**config.mk**
```make
export PLATFORM = sky130hd
export DESIGN_NAME = step_pulse_shaper
export DESIGN_NICKNAME = d
export VERILOG_FILES = /design/src/rtl/step_pulse_shaper.sv
export SDC_FILE = /design/constraint.sdc
export NUM_CORES = 1
export LEC_CHECK = 0
export CAP_MARGIN = 20
export CORE_ASPECT_RATIO = 1.4
export CORE_UTILIZATION = 55
export CTS_CLUSTER_SIZE = 12
export DETAILED_ROUTE_END_ITERATION = 6
export PLACE_DENSITY = 0.85
export SETUP_SLACK_MARGIN = 0.15
export SLEW_MARGIN = 20
export SYNTH_ARGS = -nofsm -noshare
export SYNTH_HDL_FRONTEND = slang
export SYNTH_SLANG_ARGS = --single-unit
```
**constraint.sdc**
```tcl
create_clock -name clk -period 4.05 [get_ports clk]
set_clock_uncertainty 0.15 [all_clocks]
set_input_delay 0.81 -clock clk [delete_from_list [all_inputs] [get_ports clk]]
set_output_delay 0.81 -clock clk [all_outputs]
set_load 0.01 [all_outputs]
```
**src/rtl/step_pulse_shaper.sv**
```systemverilog
// step_pulse_shaper
//   Turns each rising edge on step_in into one stepper-driver pulse. Each pulse
//   has a guaranteed direction setup time, a fixed high width and a minimum low
//   width. One step request can wait in a buffer while a pulse is in progress.
//   Issued steps are counted into a signed position. Any step edge that arrives
//   while the buffer is already full is dropped, and the sticky overrun flag
//   records it.
//
// Ports
//   clk, rst_n     clock, asynchronous active-low reset
//   step_in        step request level (a rising edge requests one step)
//   dir_in         direction, sampled together with the step edge
//   overrun_clr    clears overrun (a drop in the same cycle wins)
//   pos_load       loads pos_load_val into position (wins over a step update)
//   pos_load_val   position preload value
//   step_out       driver step pin
//   dir_out        driver direction pin
//   busy           FSM not idle, or a request is pending
//   overrun        sticky: a step edge was dropped
//   position       signed step count, wraps modulo 2^32
module step_pulse_shaper #(
    parameter int unsigned DIR_SETUP = 20,
    parameter int unsigned STEP_HIGH = 100,
    parameter int unsigned STEP_LOW  = 100,
    parameter int unsigned CNT_W     = 16
) (
    input  logic        clk,
    input  logic        rst_n,
    input  logic        step_in,
    input  logic        dir_in,
    input  logic        overrun_clr,
    input  logic        pos_load,
    input  logic [31:0] pos_load_val,
    output logic        step_out,
    output logic        dir_out,
    output logic        busy,
    output logic        overrun,
    output logic [31:0] position
);

    localparam logic [CNT_W-1:0] SETUP_LD = CNT_W'(DIR_SETUP - 1);
    localparam logic [CNT_W-1:0] HIGH_LD  = CNT_W'(STEP_HIGH - 1);
    localparam logic [CNT_W-1:0] LOW_LD   = CNT_W'(STEP_LOW - 1);

    typedef enum logic [1:0] {S_IDLE, S_SETUP, S_HIGH, S_LOW} state_t;

    state_t            state_q, state_d;
    logic [CNT_W-1:0]  cnt_q, cnt_d;
    logic              step_prev_q, step_prev_d;
    logic              step_out_q, step_out_d;
    logic              dir_out_q, dir_out_d;
    logic              pend_v_q, pend_v_d;
    logic              pend_dir_q, pend_dir_d;
    logic              overrun_q, overrun_d;
    logic [31:0]       position_q, position_d;

    logic              edge_w;
    logic              req_v;
    logic              req_dir;
    logic              req_chg;
    logic              cnt_zero;

    assign edge_w   = step_in & ~step_prev_q;
    assign cnt_zero = (cnt_q == '0);
    assign req_chg  = (req_dir != dir_out_q);

    // Request seen by IDLE. The buffered entry takes priority over a fresh edge.
    always_comb begin
        req_v   = 1'b0;
        req_dir = dir_in;
        if (state_q == S_IDLE) begin
            if (pend_v_q) begin
                req_v   = 1'b1;
                req_dir = pend_dir_q;
            end else if (edge_w) begin
                req_v   = 1'b1;
            end
        end
    end

    // State register
    always_ff @(posedge clk or negedge rst_n) begin
        if (!rst_n) begin
            state_q     <= S_IDLE;
            cnt_q       <= '0;
            step_prev_q <= 1'b0;
            step_out_q  <= 1'b0;
            dir_out_q   <= 1'b0;
            pend_v_q    <= 1'b0;
            pend_dir_q  <= 1'b0;
            overrun_q   <= 1'b0;
            position_q  <= '0;
        end else begin
            state_q     <= state_d;
            cnt_q       <= cnt_d;
            step_prev_q <= step_prev_d;
            step_out_q  <= step_out_d;
            dir_out_q   <= dir_out_d;
            pend_v_q    <= pend_v_d;
            pend_dir_q  <= pend_dir_d;
            overrun_q   <= overrun_d;
            position_q  <= position_d;
        end
    end

    // Next state and the shared down-counter
    always_comb begin
        state_d = state_q;
        cnt_d   = cnt_q;
        case (state_q)
            S_IDLE: begin
                if (req_v) begin
                    if (req_chg) begin
                        state_d = S_SETUP;
                        cnt_d   = SETUP_LD;
                    end else begin
                        state_d = S_HIGH;
                        cnt_d   = HIGH_LD;
                    end
                end
            end
            S_SETUP: begin
                if (cnt_zero) begin
                    state_d = S_HIGH;
                    cnt_d   = HIGH_LD;
                end else begin
                    cnt_d   = cnt_q - CNT_W'(1);
                end
            end
            S_HIGH: begin
                if (cnt_zero) begin
                    state_d = S_LOW;
                    cnt_d   = LOW_LD;
                end else begin
                    cnt_d   = cnt_q - CNT_W'(1);
                end
            end
            S_LOW: begin
                if (cnt_zero) begin
                    state_d = S_IDLE;
                end else begin
                    cnt_d   = cnt_q - CNT_W'(1);
                end
            end
            default: begin
                state_d = S_IDLE;
                cnt_d   = '0;
            end
        endcase
    end

    // Outputs, request buffer, overrun flag and position
    always_comb begin
        logic drop;
        logic pos_step;

        step_prev_d = step_in;
        step_out_d  = step_out_q;
        dir_out_d   = dir_out_q;
        pend_v_d    = pend_v_q;
        pend_dir_d  = pend_dir_q;
        overrun_d   = overrun_q;
        position_d  = position_q;
        drop        = 1'b0;
        pos_step    = 1'b0;

        case (state_q)
            S_IDLE: begin
                if (req_v) begin
                    if (req_chg) dir_out_d  = req_dir;
                    else         step_out_d = 1'b1;
                end
            end
            S_SETUP: if (cnt_zero) step_out_d = 1'b1;
            S_HIGH: begin
                if (cnt_zero) begin
                    step_out_d = 1'b0;
                    pos_step   = 1'b1;
                end
            end
            default: ;
        endcase

        // In IDLE, a pending entry is consumed this cycle, so a coincident
        // edge refills the buffer instead of overflowing it. A fresh edge with
        // nothing pending goes straight to the FSM.
        if (state_q == S_IDLE) begin
            if (pend_v_q) begin
                pend_v_d = edge_w;
                if (edge_w) pend_dir_d = dir_in;
            end
        end else if (edge_w) begin
            if (pend_v_q) begin
                drop = 1'b1;
            end else begin
                pend_v_d   = 1'b1;
                pend_dir_d = dir_in;
            end
        end

        if (overrun_clr) overrun_d = 1'b0;
        if (drop)        overrun_d = 1'b1;

        if (pos_load)      position_d = pos_load_val;
        else if (pos_step) position_d = dir_out_q ? position_q + 32'd1
                                                  : position_q - 32'd1;
    end

    assign step_out = step_out_q;
    assign dir_out  = dir_out_q;
    assign busy     = (state_q != S_IDLE) || pend_v_q;
    assign overrun  = overrun_q;
    assign position = position_q;

endmodule

```
==> metrics.log <==
[metrics] TritonCTS clock tree: yes
[metrics] Worst Hold Slack: 0.374 ns
[metrics] total chip power: 0.00408 W
[metrics] sum of buffers and inverters on the critical path: 1
[metrics] number of nets with antenna violations after routing: 0
[metrics] via count of the first global-routing pass: 4,331
[metrics] total standard cell area after synthesis: 4520 um2
[metrics] final core utilization: 69.2%
[metrics] met1 Usage GRT: 30.4%
[metrics] fin crit period: 3.38 ns
[metrics] placed instance count: 704
[metrics] Layout Area Growth over Synthesis: 19.9%
[metrics] Max Fanout on Critical Path: 16
[metrics] setup repair after global routing missed its margin: no
[metrics] number of port buffers: 73
[metrics] CTS Root Cell: clkbuf_8
[metrics] IO Count: 74
[metrics] max frequency: 296 MHz
[metrics] Inserted Clock Buffers: 5
[metrics] Post-synth ARST share: 100%
[metrics] leakage power summed over all cells: 2.42 nW
[metrics] area of the core region: 7850 um2
[metrics] cell type of the slowest stage on the worst timing path: inv_1
[metrics] number of filler instances in the final layout: 659
[metrics] post-synth net total: 622
[metrics] number of H-tree branching levels: 2
[metrics] antenna violations before repair: 0
[metrics] Max rail drop VDD: 0.570 mV
[metrics] total area of multi-input combinational cells: 2930 um2
[metrics] Remaining Overflow, GRT: 0
[metrics] critical path data required time: 4.07 ns
[metrics] Synth Instances: 547
[metrics] number of warnings issued by yosys: 0
[metrics] endpoints failing setup: 0
[metrics] sum of routed wire length over all layers: 11,800 um
[metrics] max incr delay on CP: 0.42 ns
[metrics] fraction of power spent switching nets: 47.2%
[metrics] combinational share of power: 68.5%
[metrics] cells traversed along the worst timing path: inv_1 > ha_1 > a2111oi_0 > o21ai_0 > nand4_1 > nand3_1 > a21oi_1 > o21ai_0 > xnor2_1 > o221ai_2
[metrics] register share of total power: 20.8%
[metrics] DR iter-0 viols: 176
[metrics] source-to-sink clock delay at the later pin of the worst-skew pair: 0.32 ns
[metrics] clock-pin slew of the registers on the worst-case setup and hold paths: 0.11 ns
[metrics] layout cell share with drive strength beyond 1: 5.56%
[metrics] EDFF count, synth: 0
[metrics] Crit path arrival time: 3.40 ns
[metrics] postcts setup bufs: 0
[metrics] floorplan die width: 78.6 um
[metrics] final hold violations: 0
[metrics] met3 usage: 3.73%
[metrics] total half-perimeter wirelength after legalization and detailed placement: 8990 um
[metrics] post-CTS sizing: 0
[metrics] global-route wire length before repair: 19,500 um
[metrics] highest-utilization routing layer at the global route stage: met2
[metrics] top cells by area, synth: dfrtp_1 31%, ha_1 10%, nand2_1 5.9%, a21oi_1 5.8%, o21ai_0 5.5%
[metrics] worst-case clock buffer depth: 2
[metrics] Remaining DRCs: 0
[metrics] most frequently used flop master after synthesis: dfrtp_1
[metrics] count of distinct cell types in the synthesized netlist: 63
[metrics] overall routing resource usage: 28.7%
[metrics] kind of cell with the highest combined delay on the critical path: compound AO/OA/AOI/OAI gates
[metrics] Internal Pwr Total: 0.00215 W
[metrics] Reg-to-Reg End: position[25]
[metrics] setup total negative slack: 0 ns
[metrics] clock sink count: 56
[metrics] effective utilization at floorplan: 57.7%
[metrics] hold path endpoint: cnt_q[9]
[metrics] wire length per cell after detailed routing: 16.6 um
[metrics] global routing met2 resource utilization: 54.5%
[metrics] share of total power in the clock network: 10.7%
[metrics] Period Utilization, post-route: 83.4%
[metrics] die area: 8600 um2
[metrics] Min-Delay Path Depth: 2
[metrics] final layout net count: 686
[metrics] final count of pins violating max slew: 0
[metrics] cell row count: 38
[metrics] Hold Crit Class: reg -> reg
[metrics] Chip Height: 109 um
[metrics] maxcap violations: 0
[metrics] power density over cell area: 752 nW/um2
[metrics] Max-Slew Margin vs Limit: 45.9%
[metrics] number of diodes added for antenna fixing: 0
[metrics] final instance count without filler cells: 711
[metrics] kind of start point of the critical path: flip-flop
[metrics] Reg area: 1400 um2
[metrics] maximum number of pins on one net before global-route repair: 44
[metrics] sequential-to-total area share from yosys stat: 31.0%
[metrics] worst-case reg-to-reg path depth: 10
[metrics] via/cell ratio: 6.05
[metrics] count leader, synth: nand2_1
[metrics] status: finished, final reports clean
[metrics] top cell type by total area after synthesis: dfrtp_1
[metrics] R2R Setup Slk: 0.67 ns
[metrics] top cells by instance count after synthesis: 71 x nand2_1, 56 x dfrtp_1, 52 x a21oi_1, 50 x o21ai_0, 49 x nor2_1
[metrics] DR pass1 iterations: 4
[metrics] syn_area_per_cell: 8.27 um2
[metrics] CP dominant cell by count: o21ai_0
[metrics] Tightest Pin Transition: 0.811 ns
[metrics] hold-fix buffer count after cts: 0
[metrics] proportion of netlist area held by the largest area contributor: 31.0%
[metrics] #FFs+latches synth: 56
[metrics] vias: 4,304
[metrics] Crit Path Category: reg -> reg
[metrics] final weighted congestion in routability-driven placement: 0.904
[metrics] worst min-delay path startpoint: cnt_q[9]
[metrics] Net Switching: 0.00193 W
[metrics] crit end category: flip-flop
[metrics] worst r2r src: dir_out
==> cell usage in the layout, fill, tap and decap left out, drive strengths merged, types with 5 or more instances in the layout <==
master / netlist / final
inv: 19 / 19
nor3: 8 / 8
dfrtp: 56 / 56
a211oi: 6 / 6
a31oi: 5 / 5
nor2b: 5 / 5
clkbuf: 17 / 5
a21oi: 52 / 52
xnor2: 23 / 23
mux2i: 6 / 6
a21o: 16 / 16
nor2: 50 / 50
nand4: 6 / 6
xor2: 14 / 14
o21ai: 53 / 53
o21bai: 5 / 5
ha: 36 / 36
buf: 6 / 9
or2: 5 / 5
nand2: 71 / 71
nand3: 10 / 10
o221ai: 7 / 7
o211ai: 8 / 8
clkdlybuf4s50: 0 / 71
==> worst max path at each step <==
| stage | start | cells past startpoint | to |
|---|---|---|---|
| floorplan | dir_out | 11 | position[31] |
| global route | dir_out | 10 | position[27] |
| global placement | dir_out | 11 | position[27] |
| finish | dir_out | 10 | position[25] |
| CTS | dir_out | 11 | position[24] |
| detailed placement | dir_out | 11 | position[26] |
==> state kept, by name (all words and copies together), names as in the netlist <==
signal / count
position: 32
dir_out: 1
pend_dir_q: 1
step_prev_q: 1
state_q: 2
cnt_q: 16
overrun: 1
step_out: 1
pend_v_q: 1
==> power groups by stage <==
| stage | clock network, W | logic (W) | registers (W) |
|---|---|---|---|
| global placement | 0 | 0.00269 | 0.000850 |
| detailed placement | 0 | 0.00276 | 0.000859 |
| global route | 0.000463 | 0.00309 | 0.000871 |
| CTS | 0.000449 | 0.00277 | 0.000849 |
| floorplan | 0 | 0.00205 | 0.000857 |
| finish | 0.000436 | 0.00279 | 0.000851 |
==> metal layers <==
metal  wire (um)  part of all wire (%)  vias up
li1            -                     -     2106
met1        4610                    39     2039
met2        6310                    54      122
met3         453                   3.8       37
met4         400                   3.4        0
met5           0                     0        -
==> cell families after synthesis <==
group / after synthesis / synth area share, %
compound gates: 181 / 25.5
xor+xnor: 37 / 7.16
fa+ha+maj: 37 / 10.4
buf+inv: 42 / 4.34
flops: 56 / 31.0
mux: 10 / 2.32
simple gates: 184 / 19.3
==> stage by stage <==
| stage | area, um2 | worst slack, ns |
|---|---|---|
| after floorplan | 4520 | 0.596 |
| after global placement | 5300 | 0.793 |
| after detailed placement | 5300 | 0.759 |
| after CTS | 5430 | 0.729 |
| after global routing | 5430 | 0.312 |
| final | 5430 | 0.670 |
==> worst reg2reg max path, delay by kind of cell, from the launching register on <==
kind                     cells  cell delay [ns]
AO/OA/AOI/OAI                5             1.35
buffers and inverters        1             0.42
adder cells (fa/ha/maj)      1             0.40
flip-flops                   1             0.39
AND/OR/NAND/NOR              2             0.29
XOR/XNOR                     1             0.25
==> area by class of cell <==
cell class | count | share of cell area [%]
clock buffer | 5 | 1.27
clock inverter | 2 | 1.11
inverter | 19 | 1.31
multi-input combinational | 449 | 53.9
sequential | 56 | 25.8
tap | 100 | 2.31
timing repair buffer | 80 | 14.3
No activity file was read; power rests on OpenSTA's default activity.
